$ cat config.mk
export PLATFORM = sky130hd
export DESIGN_NAME = bet_settle_unit_flat
export DESIGN_NICKNAME = d
export VERILOG_FILES = /design/src/rtl/baccarat_pkg.sv /design/src/rtl/bet_settle_unit_if.sv /design/src/rtl/settle_payout.sv /design/src/rtl/bet_settle_unit.sv /design/src/flat_wrapper.sv
export SDC_FILE = /design/constraint.sdc
export NUM_CORES = 1
export LEC_CHECK = 0
export ABC_AREA = 1
export CAP_MARGIN = 20
export CORE_UTILIZATION = 43
export CTS_CLUSTER_SIZE = 14
export DETAILED_ROUTE_END_ITERATION = 8
export REMOVE_ABC_BUFFERS = 1
export SETUP_SLACK_MARGIN = 0.5
export SLEW_MARGIN = 0
export SYNTH_ARGS = -nofsm -noshare
export SYNTH_HDL_FRONTEND = slang
export SYNTH_SLANG_ARGS = --single-unit
$ cat constraint.sdc
create_clock -name clock -period 5.9 [get_ports clock]
set_input_delay 1.18 -clock clock [delete_from_list [all_inputs] [get_ports clock]]
set_output_delay 1.18 -clock clock [all_outputs]
set_load 0.05 [all_outputs]
$ cat src/rtl/baccarat_pkg.sv
// rtl/baccarat_pkg.sv - shared codes, FSM encoding and score limit for the bet/settle datapath
package baccarat_pkg;

  typedef enum logic [1:0] {
    BET_NONE   = 2'b00,
    BET_PLAYER = 2'b01,
    BET_DEALER = 2'b10,
    BET_TIE    = 2'b11
  } bet_type_e;

  typedef enum logic [1:0] {
    RES_NONE   = 2'b00,
    RES_PLAYER = 2'b01,
    RES_DEALER = 2'b10,
    RES_TIE    = 2'b11
  } result_e;

  typedef enum logic [1:0] {
    ST_IDLE  = 2'b00,
    ST_ARMED = 2'b01,
    ST_CALC  = 2'b10,
    ST_APPLY = 2'b11
  } state_e;

  // Highest legal baccarat hand score.
  localparam logic [3:0] SCORE_MAX = 4'd9;

endpackage

$ cat src/rtl/bet_settle_unit_if.sv
// rtl/bet_settle_unit_if.sv - bet handshake, settle request and balance/status bundle
interface bet_settle_unit_if #(
  parameter int BAL_W = 8,
  parameter int BET_W = 8
);

  logic             bet_valid;
  logic             bet_ready;
  logic [1:0]       bet_type;
  logic [BET_W-1:0] bet_amount;
  logic             bet_cancel;
  logic             settle_req;
  logic [3:0]       pscore;
  logic [3:0]       dscore;
  logic [BAL_W-1:0] balance;
  logic [1:0]       result;
  logic             settle_done;
  logic             bet_reject;
  logic             score_err;
  logic             sat_flag;

  // Game FSM / score datapath side.
  modport master (
    output bet_valid, bet_type, bet_amount, bet_cancel, settle_req, pscore, dscore,
    input  bet_ready, balance, result, settle_done, bet_reject, score_err, sat_flag
  );

  // Settle unit side.
  modport slave (
    input  bet_valid, bet_type, bet_amount, bet_cancel, settle_req, pscore, dscore,
    output bet_ready, balance, result, settle_done, bet_reject, score_err, sat_flag
  );

endinterface

$ cat src/rtl/settle_payout.sv
// rtl/settle_payout.sv - combinational round classification and signed balance delta
module settle_payout
  import baccarat_pkg::*;
#(
  parameter int BET_W      = 8,
  parameter int DELTA_W    = 20,
  parameter int TIE_PAYOUT = 8
) (
  input  logic [3:0]                pscore,
  input  logic [3:0]                dscore,
  input  logic [1:0]                bet_type,
  input  logic [BET_W-1:0]          bet_amount,
  output logic [1:0]                result,
  output logic signed [DELTA_W-1:0] delta,
  output logic                      score_err
);

  logic signed [DELTA_W-1:0] amt;
  logic signed [DELTA_W-1:0] tie_win;
  logic [1:0]                outcome;

  // The delta is wide enough that TIE_PAYOUT*amount can never wrap.
  assign amt     = signed'(DELTA_W'(bet_amount));
  assign tie_win = amt * signed'(DELTA_W'(TIE_PAYOUT));

  // Classify the hand, then price the locked bet against that outcome.
  always_comb begin
    result    = RES_NONE;
    delta     = '0;
    score_err = 1'b0;
    outcome   = RES_NONE;
    if ((pscore > SCORE_MAX) || (dscore > SCORE_MAX)) begin
      // Corrupt score: refuse to move money and report no outcome.
      score_err = 1'b1;
    end else begin
      if (pscore > dscore) begin
        outcome = RES_PLAYER;
      end else if (pscore < dscore) begin
        outcome = RES_DEALER;
      end else begin
        outcome = RES_TIE;
      end
      result = outcome;
      case (bet_type)
        BET_PLAYER: begin
          if (outcome == RES_PLAYER) begin
            delta = amt;
          end else if (outcome == RES_DEALER) begin
            delta = -amt;
          end
        end
        BET_DEALER: begin
          if (outcome == RES_DEALER) begin
            delta = amt;
          end else if (outcome == RES_PLAYER) begin
            delta = -amt;
          end
        end
        BET_TIE: begin
          delta = (outcome == RES_TIE) ? tie_win : -amt;
        end
        default: delta = '0;
      endcase
    end
  end

endmodule

$ cat src/rtl/bet_settle_unit.sv
// rtl/bet_settle_unit.sv - bet lock, settle FSM and saturating balance register
module bet_settle_unit
  import baccarat_pkg::*;
#(
  parameter int BAL_W        = 8,
  parameter int BET_W        = 8,
  parameter int INIT_BALANCE = 100,
  parameter int TIE_PAYOUT   = 8
) (
  input  logic             clock,
  input  logic             resetb,
  bet_settle_unit_if.slave bus
);

  localparam int DW = BAL_W + BET_W + 4;
  localparam logic [BAL_W-1:0] BAL_MAX  = {BAL_W{1'b1}};
  localparam logic [BAL_W-1:0] BAL_INIT = BAL_W'(INIT_BALANCE);

  state_e               state_q, state_d;
  logic [1:0]           bet_type_q, bet_type_d;
  logic [BET_W-1:0]     bet_amount_q, bet_amount_d;
  logic [3:0]           pscore_q, pscore_d;
  logic [3:0]           dscore_q, dscore_d;
  logic signed [DW-1:0] delta_q, delta_d;
  logic [1:0]           calc_res_q, calc_res_d;
  logic                 calc_err_q, calc_err_d;
  logic [BAL_W-1:0]     balance_q, balance_d;
  logic [1:0]           result_q, result_d;
  logic                 settle_done_q, settle_done_d;
  logic                 bet_reject_q, bet_reject_d;
  logic                 score_err_q, score_err_d;
  logic                 sat_flag_q, sat_flag_d;

  logic [1:0]           pay_res;
  logic signed [DW-1:0] pay_delta;
  logic                 pay_err;
  logic                 bet_ok;
  logic signed [DW-1:0] sum;
  logic [BAL_W-1:0]     clamped;
  logic                 clamp_hi;

  settle_payout #(
    .BET_W      (BET_W),
    .DELTA_W    (DW),
    .TIE_PAYOUT (TIE_PAYOUT)
  ) u_payout (
    .pscore     (pscore_q),
    .dscore     (dscore_q),
    .bet_type   (bet_type_q),
    .bet_amount (bet_amount_q),
    .result     (pay_res),
    .delta      (pay_delta),
    .score_err  (pay_err)
  );

  // A bet is only worth locking if it names a side, stakes something and is covered.
  assign bet_ok = (bus.bet_type != BET_NONE) && (bus.bet_amount != '0) &&
                  (BAL_W'(bus.bet_amount) <= balance_q);

  // New balance clamped to the register range; losses cannot exceed the covered stake.
  always_comb begin
    sum      = signed'(DW'(balance_q)) + delta_q;
    clamped  = sum[BAL_W-1:0];
    clamp_hi = 1'b0;
    if (sum[DW-1]) begin
      clamped = '0;
    end else if (sum > signed'(DW'(BAL_MAX))) begin
      clamped  = BAL_MAX;
      clamp_hi = 1'b1;
    end
  end

  // Round sequencing: lock bet, capture scores, price, then commit to the balance.
  always_comb begin
    state_d       = state_q;
    bet_type_d    = bet_type_q;
    bet_amount_d  = bet_amount_q;
    pscore_d      = pscore_q;
    dscore_d      = dscore_q;
    delta_d       = delta_q;
    calc_res_d    = calc_res_q;
    calc_err_d    = calc_err_q;
    balance_d     = balance_q;
    result_d      = result_q;
    settle_done_d = 1'b0;
    bet_reject_d  = 1'b0;
    score_err_d   = score_err_q;
    sat_flag_d    = sat_flag_q;
    case (state_q)
      ST_IDLE: begin
        if (bus.bet_valid) begin
          if (bet_ok) begin
            bet_type_d   = bus.bet_type;
            bet_amount_d = bus.bet_amount;
            score_err_d  = 1'b0;
            sat_flag_d   = 1'b0;
            state_d      = ST_ARMED;
          end else begin
            bet_reject_d = 1'b1;
          end
        end
      end
      ST_ARMED: begin
        // Cancel takes priority so an abandoned round never touches the balance.
        if (bus.bet_cancel) begin
          state_d = ST_IDLE;
        end else if (bus.settle_req) begin
          pscore_d = bus.pscore;
          dscore_d = bus.dscore;
          state_d  = ST_CALC;
        end
      end
      ST_CALC: begin
        delta_d    = pay_delta;
        calc_res_d = pay_res;
        calc_err_d = pay_err;
        state_d    = ST_APPLY;
      end
      ST_APPLY: begin
        balance_d     = clamped;
        result_d      = calc_res_q;
        settle_done_d = 1'b1;
        score_err_d   = score_err_q | calc_err_q;
        sat_flag_d    = sat_flag_q | clamp_hi;
        state_d       = ST_IDLE;
      end
      default: state_d = ST_IDLE;
    endcase
  end

  // State and datapath registers; reset abandons any round in flight.
  always_ff @(posedge clock or negedge resetb) begin
    if (!resetb) begin
      state_q       <= ST_IDLE;
      bet_type_q    <= '0;
      bet_amount_q  <= '0;
      pscore_q      <= '0;
      dscore_q      <= '0;
      delta_q       <= '0;
      calc_res_q    <= '0;
      calc_err_q    <= 1'b0;
      balance_q     <= BAL_INIT;
      result_q      <= '0;
      settle_done_q <= 1'b0;
      bet_reject_q  <= 1'b0;
      score_err_q   <= 1'b0;
      sat_flag_q    <= 1'b0;
    end else begin
      state_q       <= state_d;
      bet_type_q    <= bet_type_d;
      bet_amount_q  <= bet_amount_d;
      pscore_q      <= pscore_d;
      dscore_q      <= dscore_d;
      delta_q       <= delta_d;
      calc_res_q    <= calc_res_d;
      calc_err_q    <= calc_err_d;
      balance_q     <= balance_d;
      result_q      <= result_d;
      settle_done_q <= settle_done_d;
      bet_reject_q  <= bet_reject_d;
      score_err_q   <= score_err_d;
      sat_flag_q    <= sat_flag_d;
    end
  end

  assign bus.bet_ready   = (state_q == ST_IDLE);
  assign bus.balance     = balance_q;
  assign bus.result      = result_q;
  assign bus.settle_done = settle_done_q;
  assign bus.bet_reject  = bet_reject_q;
  assign bus.score_err   = score_err_q;
  assign bus.sat_flag    = sat_flag_q;

endmodule

$ cat src/flat_wrapper.sv
// flat-port wrapper written by rule: the top's interface ports become plain ports
module bet_settle_unit_flat import baccarat_pkg::*;
#(
  parameter int BAL_W        = 8,
  parameter int BET_W        = 8,
  parameter int INIT_BALANCE = 100,
  parameter int TIE_PAYOUT   = 8
)
  (clock, resetb, bus_bet_valid, bus_bet_type, bus_bet_amount, bus_bet_cancel, bus_settle_req, bus_pscore, bus_dscore, bus_bet_ready, bus_balance, bus_result, bus_settle_done, bus_bet_reject, bus_score_err, bus_sat_flag);
  bet_settle_unit_if #(.BAL_W(BAL_W), .BET_W(BET_W)) bus_i ();
  input  logic clock;
  input  logic resetb;
  input wire logic [$bits(bus_i.bet_valid)-1:0] bus_bet_valid;
  input wire logic [$bits(bus_i.bet_type)-1:0] bus_bet_type;
  input wire logic [$bits(bus_i.bet_amount)-1:0] bus_bet_amount;
  input wire logic [$bits(bus_i.bet_cancel)-1:0] bus_bet_cancel;
  input wire logic [$bits(bus_i.settle_req)-1:0] bus_settle_req;
  input wire logic [$bits(bus_i.pscore)-1:0] bus_pscore;
  input wire logic [$bits(bus_i.dscore)-1:0] bus_dscore;
  output wire logic [$bits(bus_i.bet_ready)-1:0] bus_bet_ready;
  output wire logic [$bits(bus_i.balance)-1:0] bus_balance;
  output wire logic [$bits(bus_i.result)-1:0] bus_result;
  output wire logic [$bits(bus_i.settle_done)-1:0] bus_settle_done;
  output wire logic [$bits(bus_i.bet_reject)-1:0] bus_bet_reject;
  output wire logic [$bits(bus_i.score_err)-1:0] bus_score_err;
  output wire logic [$bits(bus_i.sat_flag)-1:0] bus_sat_flag;
  assign bus_i.bet_valid = bus_bet_valid;
  assign bus_i.bet_type = bus_bet_type;
  assign bus_i.bet_amount = bus_bet_amount;
  assign bus_i.bet_cancel = bus_bet_cancel;
  assign bus_i.settle_req = bus_settle_req;
  assign bus_i.pscore = bus_pscore;
  assign bus_i.dscore = bus_dscore;
  assign bus_bet_ready = bus_i.bet_ready;
  assign bus_balance = bus_i.balance;
  assign bus_result = bus_i.result;
  assign bus_settle_done = bus_i.settle_done;
  assign bus_bet_reject = bus_i.bet_reject;
  assign bus_score_err = bus_i.score_err;
  assign bus_sat_flag = bus_i.sat_flag;
  bet_settle_unit #(.BAL_W(BAL_W), .BET_W(BET_W), .INIT_BALANCE(INIT_BALANCE), .TIE_PAYOUT(TIE_PAYOUT)) u_core (.clock(clock), .resetb(resetb), .bus(bus_i));
endmodule
==> impl_results.md, run 1 <==
* Final #Nets at 586
* WP depth at 9
* Register area share after synthesis at 38.3%
* Post-CTS Repair Setup Buffers at 0
* CP Cell Sequence: clkdlybuf4s50_1 > ha_1 > nand2_1 > nor2_1 > nand3_1 > o21ai_0 > nand3_1 > nor2_1 > o21ai_0
* Routed WL at 8.65 mm
* Area Growth Syn to Fin at 16.0%
* Critical Path End: u_core.bet_type_q[1]
* PostCTS Resize Cnt at 0
* Clk_lat worst skew at 0.31 ns
* Share of cells above drive strength 1 at 6.10%
* CP top delay family: simple AND/OR/NAND/NOR gates
* Die height at 93.6 µm
* Crit end category: flip-flop
* Post-route ant nets at 0
* Setup-failing EPs final at 0
* Worst Path Required at 6.04 ns
* Hold_buf cts at 0
* FF/Latch Area at 1380 µm²
* Ports at 38
* Clk sinks at 55
* Crit path max-delay cell type: nor2_1
* Port buffer count at 37
* RR Startpoint: u_core.bus.balance[6]
* Worst-Margin Slew at 0.948 ns
* Diodes inserted at 0
* Max cap viols at 0
* Total Die Area at 8750 µm²
* Slew HR at 36.6%
* Final Hold Fails at 0
* Flops & latches, synth at 55
* PD cells at 540 nW/µm²
* Max-slew violations at 0
* Hold Path Class: flip-flop to flip-flop
* Largest net degree at the start of global routing at 56
* End of the worst register-to-register path: u_core.bet_type_q[1]
* Gr ovfl total at 0
* Max Freq at 0.297 GHz
* Startpoint types: input pin
* Crit-path max FO at 20
* Critical path class: input pin to flip-flop
* DRT iter0 DRCs at 162
* Multi-input gate area at 1900 µm²
* Row count at 33
* Vias/cell at 4.96
* Routability congestion estimate at 0.871
* CP arrival at 3.51 ns
* Via count at 3207
* Post-synthesis cell count at 501
* Worst hold margin at 0.504 ns
* Initial core utilization at 44.1%
* Initial antenna violation count at 0
* VDD IR max at 0.241 mV
* Worst Setup SP: bus_bet_amount[7]
* Reg2reg path depth at 9
* Ys Warns at 0
* Fillers at 834
* Total Power at 2.26 mW
* Root Buffer: clkbuf_8
* Synth cell types at 38
* H-tree depth at 2
* HPWL after detailed placement at 6.83 mm
* Avg Synthesized Cell Area at 7.20 µm²
* Leak at 2.13 nW
* Final Critical Period at 3.37 ns
* Drt drc at 0
* WP buf/inv at 1
* Layout Skew at 0.00870 ns
* Post-placement cell count at 638
* Avg WL per Cell at 13.4 µm
* First-pass GRT wire length at 14.7 mm
* CTS Buffer Depth at 2
* TNS Setup at 0 ns
* Die X at 93.6 µm
* Reg2Reg Setup Slack at 3.24 ns
* CTS tree: done
* Crit share post-route at 57.1%
* Crit-path max cell delay at 0.74 ns
* Status: finished clean
* TritonRoute pass-1 iters at 4
* Clock Pin Slew Worst Setup and Hold Paths at 0.10 ns
* Post-Syn Area at 3600 µm²
* GR Util All Layers at 21.9%
* Core ar. at 8180 µm²
* RSZ-0062 raised after global routing: no
* Final cell count without fillers at 646
* Vias in the first global route at 3149
* Num CTS Buffers at 5
-- through the flow --
stage | util (%) | instance area, µm² | setup slack [ns]
floorplan | - | 3580 | 3.01
global placement | 49.9 | 4080 | 2.32
detailed placement | 49.9 | 4080 | 2.17
CTS | 51.1 | 4180 | 2.50
global route | 51.1 | 4180 | 2.19
finish | 51.1 | 4180 | 2.53
-- state kept, by name, summed over array words and instances, names as in the netlist, named ones only --
register and flops:
u_core.bet_amount_q 8, u_core.pscore_q 4, u_core.bus.bet_reject 1, u_core.bet_type_q 2, u_core.state_q 1, u_core.bus.settle_done 1
u_core.delta_q 18, u_core.bus.balance 8, u_core.calc_res_q 2, u_core.bus.result 2, u_core.bus.score_err 1, u_core.calc_err_q 1
u_core.bus.sat_flag 1, u_core.dscore_q 4
-- cell type report --
cell class	count	area share, %
multi-input cells	362	45.5
well taps	105	3.14
inverters	78	7.00
flip-flops and latches	55	33.0
repair buffers	38	8.92
clock buffers	8	2.39
-- Yosys cell counts --
cell / number / area, µm²
a21oi_1: 18 / 90.1
a21oi_2: 1 / 8.76
a22oi_1: 4 / 30.0
a32o_1: 1 / 10.0
and2_1: 1 / 6.26
buf_2: 1 / 5.00
buf_4: 1 / 7.51
clkbuf_1: 4 / 15.0
dfrtp_1: 52 / 1300
dfstp_2: 3 / 78.8
fa_1: 1 / 20.0
ha_1: 22 / 275
inv_1: 72 / 270
inv_2: 6 / 22.5
mux2_2: 4 / 45.0
nand2_1: 167 / 627
nand2_2: 3 / 18.8
nand2_4: 1 / 11.3
nand3_1: 24 / 120
nand3_2: 2 / 20.0
nand4_1: 2 / 12.5
nor2_1: 36 / 135
nor2_2: 2 / 12.5
nor2_4: 1 / 11.3
nor3_1: 5 / 25.0
nor4_1: 2 / 12.5
o211ai_1: 4 / 30.0
o21a_1: 1 / 7.51
o21ai_0: 31 / 155
o21ai_1: 7 / 35.0
o21bai_1: 1 / 7.51
o22a_1: 1 / 8.76
o22ai_1: 6 / 37.5
o31ai_1: 1 / 7.51
o31ai_4: 1 / 21.3
or2_1: 1 / 6.26
xnor2_1: 4 / 35.0
xor2_1: 7 / 61.3
-- worst min path at each step --
stage	from	to	slack, ns	cells past startpoint
finish	u_core.bus.balance[2]	u_core.bus.balance[2]	0.50	2
global route	u_core.bus.balance[5]	u_core.bus.balance[5]	0.53	2
CTS	u_core.bus.balance[6]	u_core.bus.balance[6]	0.51	2
detailed placement	u_core.bus.score_err	u_core.bus.score_err	0.48	2
global placement	u_core.bus.score_err	u_core.bus.score_err	0.48	2
floorplan	u_core.delta_q[7]	u_core.delta_q[7]	0.45	2
-- kinds of logic after synthesis --
kind of cell	count (synthesis)	synth area share, %
buffers and inverters	84	8.89
AOI/OAI and AO/OA	77	12.5
muxes	4	1.25
and+or+nand+nor	247	28.3
xor gates and xnor gates	11	2.67
adders and majority gates	23	8.19
DFF	55	38.3
-- worst min-delay path: cells and delay by family, from the launching register on --
| family | cells | cell delay [ns] |
|---|---|---|
| DFF | 1 | 0.40 |
| and+or+nand+nor | 2 | 0.11 |
-- cell usage in the layout (no fill, tap or decap), drive strengths merged, types with 3 or more instances in the layout --
cell / n
mux2: 4
o22ai: 6
xnor2: 4
clkdlybuf4s50: 36
clkbuf: 8
inv: 78
nand3: 26
a22oi: 4
nor3: 5
dfstp: 3
nor2: 39
dfrtp: 52
xor2: 7
o21ai: 38
a21oi: 19
nand2: 171
ha: 22
o211ai: 4
-- power by group --
| part | switching [mW] | internal (mW) | total (mW) |
|---|---|---|---|
| combinational | 0.878 | 0.462 | 1.34 |
| sequential | 0.141 | 0.546 | 0.688 |
| clock | 0.123 | 0.108 | 0.231 |
-- per-layer routing --
| layer | vias up | track usage, % | wire [µm] |
|---|---|---|---|
| met5 | - | 0 | 0 |
| met4 | 0 | 7.69 | 205 |
| met3 | 14 | 3.58 | 266 |
| met2 | 64 | 37.4 | 4150 |
| met1 | 1453 | 28.0 | 4030 |
| li1 | 1676 | - | - |
(Power assumes the default switching activity.)
==> run 2: changes to the inputs <==
Clock period 5.9 ns to 3.5 ns, I/O delays scaled along.
==> impl_results.md, run 2 (same netlist as run 1, synthesis figures left out) <==
* Final cell count without fillers at 648
* Max cap viols at 0
* Root Buffer: clkbuf_8
* Setup-failing EPs final at 0
* Routability congestion estimate at 0.885
* End of the worst register-to-register path: u_core.bus.sat_flag
* Clk sinks at 55
* Avg WL per Cell at 13.3 µm
* Core ar. at 8180 µm²
* Crit end category: flip-flop
* Crit share post-route at 73.1%
* Hold EP: u_core.bus.result[0]
* Total Die Area at 8750 µm²
* Clock Pin Slew Worst Setup and Hold Paths at 0.10 ns
* RSZ-0062 raised after global routing: no
* Slew HR at 38.1%
* Crit-path max FO at 7
* Largest net degree at the start of global routing at 42
* Vias/cell at 5.00
* Critical path class: flip-flop to flip-flop
* PD cells at 916 nW/µm²
* Die height at 93.6 µm
* Final Critical Period at 2.56 ns
* Hold_buf cts at 0
* Post-CTS Repair Setup Buffers at 0
* Initial core utilization at 44.1%
* Leak at 2.15 nW
* Hold Path Class: flip-flop to flip-flop
* GR Util All Layers at 22.2%
* Fillers at 834
* Diodes inserted at 0
* PostCTS Resize Cnt at 0
* Gr ovfl total at 0
* VDD IR max at 0.416 mV
* H-tree depth at 2
* Area Growth Syn to Fin at 16.9%
* CTS tree: done
* CTS Buffer Depth at 2
* Final Hold Fails at 0
* Reg2Reg Setup Slack at 0.94 ns
* CP arrival at 2.78 ns
* Worst Path Required at 3.72 ns
* Vias in the first global route at 3150
* Share of cells above drive strength 1 at 6.63%
* Num CTS Buffers at 5
* Startpoint types: flip-flop
* Commonest non-fill, non-tap cells in the layout: nand2_1 (167), inv_1 (72), dfrtp_1 (52), nor2_1 (36), clkdlybuf4s50_1 (36)
* Port buffer count at 37
* TNS Setup at 0 ns
* Post-placement cell count at 640
* Clk_lat worst skew at 0.32 ns
* Reg with most FFs: u_core.delta_q
* Drt drc at 0
* Die X at 93.6 µm
* Final #Nets at 588
* HPWL after detailed placement at 6.98 mm
* Post-route ant nets at 0
* Hold Path Depth at 2
* Status: finished clean
* Max-slew violations at 0
* Initial antenna violation count at 0
* Via count at 3238
* RR Startpoint: u_core.bus.balance[0]
* First-pass GRT wire length at 15.1 mm
* Reg2reg path depth at 17
* Largest register FFs at 18
* Leading cell type in the layout, fill and taps excluded: nand2_1
* TritonRoute pass-1 iters at 6
* Worst-Margin Slew at 0.929 ns
* Ports at 38
* Routed WL at 8.62 mm
* Max Freq at 0.391 GHz
* Layout Skew at 0.00543 ns
* DRT iter0 DRCs at 93
* Row count at 33
* Hold wc startpoint: u_core.bus.result[0]
run 2: changes by cell type in the layout (fill, tap and decap cells not counted):
cell and change:
clkbuf_8 -1, clkbuf_1 -1, clkinv_2 +1, buf_4 +2
bufinv_16 +1
run 2: final cells by class:
cell class | instances | area [µm²] | area share [%]
inverter | 78 | 293 | 6.95
timing repair buffer | 40 | 388 | 9.20
clock inverter | 2 | 35.0 | 0.831
sequential | 55 | 1380 | 32.7
multi-input combinational | 362 | 1900 | 45.2
clock buffer | 6 | 82.6 | 1.96
tap | 105 | 131 | 3.12
run 2: layer usage:
| metal | global-route usage (%) | routed length [µm] | up-vias | part of all wire, % |
|---|---|---|---|---|
| met2 | 38.8 | 4150 | 54 | 48 |
| met4 | 7.18 | 199 | 0 | 2.3 |
| met5 | 0 | 0 | - | 0 |
| met3 | 3.09 | 276 | 11 | 3.2 |
| met1 | 28.2 | 4000 | 1494 | 46 |
| li1 | - | - | 1679 | - |
run 2: worst max-delay path by stage:
stage / startpoint / to / slack (ns) / cells after the start
3_3_place_gp: bus_bet_amount[7] / u_core.bet_amount_q[3] / 0.91 / 10
5_1_grt: u_core.bus.balance[0] / u_core.bus.balance[4] / 0.69 / 17
6_report: u_core.bus.balance[0] / u_core.bus.sat_flag / 0.94 / 17
4_1_cts: u_core.bus.balance[0] / u_core.bus.sat_flag / 0.88 / 17
2_1_floorplan: u_core.bus.balance[1] / u_core.bet_amount_q[0] / 0.95 / 10
3_5_place_dp: bus_bet_amount[7] / u_core.bet_amount_q[0] / 0.87 / 10
run 2: report_power, final:
part,leakage (nW),internal (mW),switching (mW),total [mW]
clock network,0.0612,0.232,0.213,0.445
registers,0.698,0.921,0.236,1.16
logic,1.39,0.786,1.47,2.26
run 2: critical path, cell delays in order, from the launching register on:
cell and delay, ns:
dfrtp_1 0.45, ha_1 0.26, inv_1 0.07, fa_1 0.41
nor2_1 0.18, o21ai_1 0.11, nand2_1 0.12, nand2_1 0.06
nand2_1 0.05, nand2_1 0.04, inv_1 0.04, nand3_1 0.07
nor2_2 0.18, nand2_2 0.11, nand2_4 0.12, nand2_1 0.06
nand2_1 0.05, nand2_1 0.05
run 2: through the flow:
step / power, mW / instance area [µm²] / worst slack [ns] / hold slack [ns] / utilization [%]
finish: 3.86 / 4210 / 0.942 / 0.498 / 51.5
global route: 4.22 / 4210 / 0.692 / 0.521 / 51.5
CTS: 3.89 / 4210 / 0.877 / 0.499 / 51.5
detailed placement: 3.43 / 4100 / 0.866 / 0.479 / 50.1
global placement: 3.41 / 4100 / 0.910 / 0.472 / 50.1
floorplan: 2.78 / 3580 / 0.953 / 0.404 / -
==> run 3: changes to the inputs <==
Settings changed: PLACE_DENSITY set to 0.66.
Clock period 3.5 ns to 2.25 ns, I/O delays scaled along.
==> impl_results.md, run 3 (same netlist as run 1, synthesis figures left out) <==
* Routed WL at 10.7 mm
* Clk_lat worst skew at 0.32 ns
* Leading cell type in the layout, fill and taps excluded: nand2_1
* Row count at 33
* Gr ovfl total at 0
* GR Util All Layers at 24.7%
* Layout Skew at 0.0158 ns
* H-tree depth at 2
* CTS tree: done
* TritonRoute pass-1 iters at 4
* Total Die Area at 8750 µm²
* Reg with most FFs: u_core.delta_q
* Reg2Reg Setup Slack at 0.07 ns
* RR Startpoint: u_core.delta_q[0]
* Crit path max-delay cell type: fa_2
* Die height at 93.6 µm
* CP arrival at 2.39 ns
* Most used cell, CP: nand2_1
* Final cell count without fillers at 720
* Worst Setup SP: u_core.delta_q[0]
* Drt drc at 0
* Worst-Margin Slew at 0.597 ns
* TNS Setup at 0 ns
* Ports at 38
* Post-route ant nets at 0
* Max Freq at 0.459 GHz
* WP depth at 17
* Vias/cell at 5.13
* Final #Nets at 660
* Leak at 2.66 nW
* Setup WS post-layout at 0.0725 ns
* VDD IR max at 0.825 mV
* Via count at 3692
* Share of cells above drive strength 1 at 38.7%
* Initial antenna violation count at 0
* Fillers at 645
* CTS Buffer Depth at 2
* Avg WL per Cell at 14.9 µm
* Final Hold Fails at 0
* WP buf/inv at 2
* CP top delay family: simple AND/OR/NAND/NOR gates
* Crit end category: flip-flop
* RSZ-0062 raised after global routing: yes
* Startpoint types: flip-flop
* Critical Path End: u_core.bus.sat_flag
* Initial core utilization at 44.1%
* Diodes inserted at 0
* Num CTS Buffers at 5
* DRT iter0 DRCs at 175
* Final Critical Period at 2.18 ns
* First-pass GRT wire length at 16.9 mm
* HPWL after detailed placement at 7.30 mm
* Clk sinks at 55
* Worst Path Required at 2.47 ns
* Area Growth Syn to Fin at 50.3%
* DP Worst Slack at -0.222 ns
* Largest register FFs at 18
* Port buffer count at 37
* FF/Latch Area at 1380 µm²
* Reg2reg path depth at 17
* Crit-path max cell delay at 0.38 ns
* Root Buffer: clkbuf_8
* Crit-path max FO at 7
* Multi-input gate area at 2480 µm²
* Largest net degree at the start of global routing at 49
* End of the worst register-to-register path: u_core.bus.sat_flag
* Routability congestion estimate at 0.885
* Worst hold margin at 0.484 ns
* Setup-failing EPs final at 0
* Max cap viols at 0
* PD cells at 1490 nW/µm²
* Max-slew violations at 0
* CP Cell Sequence: ha_2 > inv_2 > fa_2 > nor2_4 > o21ai_2 > nand2_2 > nand2_1 > nand2_1 > nand2_1 > inv_1 > nand3_2 > nor2_4 > nand2_2 > nand2_4 > nand2_1 > nand2_1 > nand2_1
* Critical path class: flip-flop to flip-flop
* Clock Pin Slew Worst Setup and Hold Paths at 0.10 ns
* Commonest non-fill, non-tap cells in the layout: nand2_1 (125), buf_4 (58), inv_1 (55), dfrtp_1 (52), nand2_2 (39)
* Die X at 93.6 µm
* Final core occ at 66.3%
* Vias in the first global route at 3652
* Core ar. at 8180 µm²
* Crit share post-route at 96.8%
* Hold Path Class: flip-flop to flip-flop
* Slew HR at 60.1%
* Post-placement cell count at 678
* Status: finished clean
run 3: routing by layer:
metal	GRT usage [%]	vias up	wire, µm
met1	30.5	1730	4500
met2	44.2	103	5480
met3	3.17	30	412
met5	0	-	0
li1	-	1829	-
met4	8.46	0	332
run 3: final cells by class:
type / instances / area share [%]
clock buffer: 6 / 1.34
inverter: 78 / 5.50
clock inverter: 2 / 1.11
timing repair buffer: 112 / 18.3
multi-input combinational: 362 / 45.8
tap: 105 / 2.43
sequential: 55 / 25.5
run 3: power breakdown:
part	switching [mW]	internal [mW]	leakage [nW]	total (mW)
logic	3.10	2.36	1.90	5.46
registers	0.426	1.43	0.698	1.86
clock network	0.331	0.445	0.0654	0.776
total	3.86	4.24	2.66	8.10
run 3: how the worst min path moves through the flow:
| stage | startpoint | cells past startpoint | to | slack, ns |
|---|---|---|---|---|
| after global placement | resetb | 1 | u_core.bus.balance[7] | 0.31 |
| after floorplan | resetb | 0 | async pin | 0.15 |
| after detailed placement | resetb | 1 | u_core.bus.balance[3] | 0.31 |
| after global routing | resetb | 2 | u_core.bus.balance[3] | 0.52 |
| after CTS | u_core.bus.score_err | 2 | u_core.bus.score_err | 0.49 |
| final | u_core.bus.score_err | 2 | u_core.bus.score_err | 0.48 |
run 3: worst min-delay path, delay by kind of cell, from the launching register on:
kind             cells  cell delay [ns]
AND/OR/NAND/NOR      2             0.10
flip-flops           1             0.36
run 3: per-stage QoR:
stage                     power [mW]  cell area, µm²
final                           8.10            5420
after global routing            8.69            5420
after CTS                       7.27            4980
after detailed placement        5.73            4390
after global placement          5.64            4390
after floorplan                 4.32            3580
run 3: repair_timing:
| action | 4_1_cts | 5_1_grt |
|---|---|---|
| endpoints found under the setup margin | 54 | 46 |
| cloned | 3 | 0 |
| pin swaps | 32 | 45 |
| gates resized for setup | 140 | 95 |
| hold buffers | 1 | 0 |
| setup buffers | 17 | 13 |
| endpoints found under the hold margin | 5 | 0 |
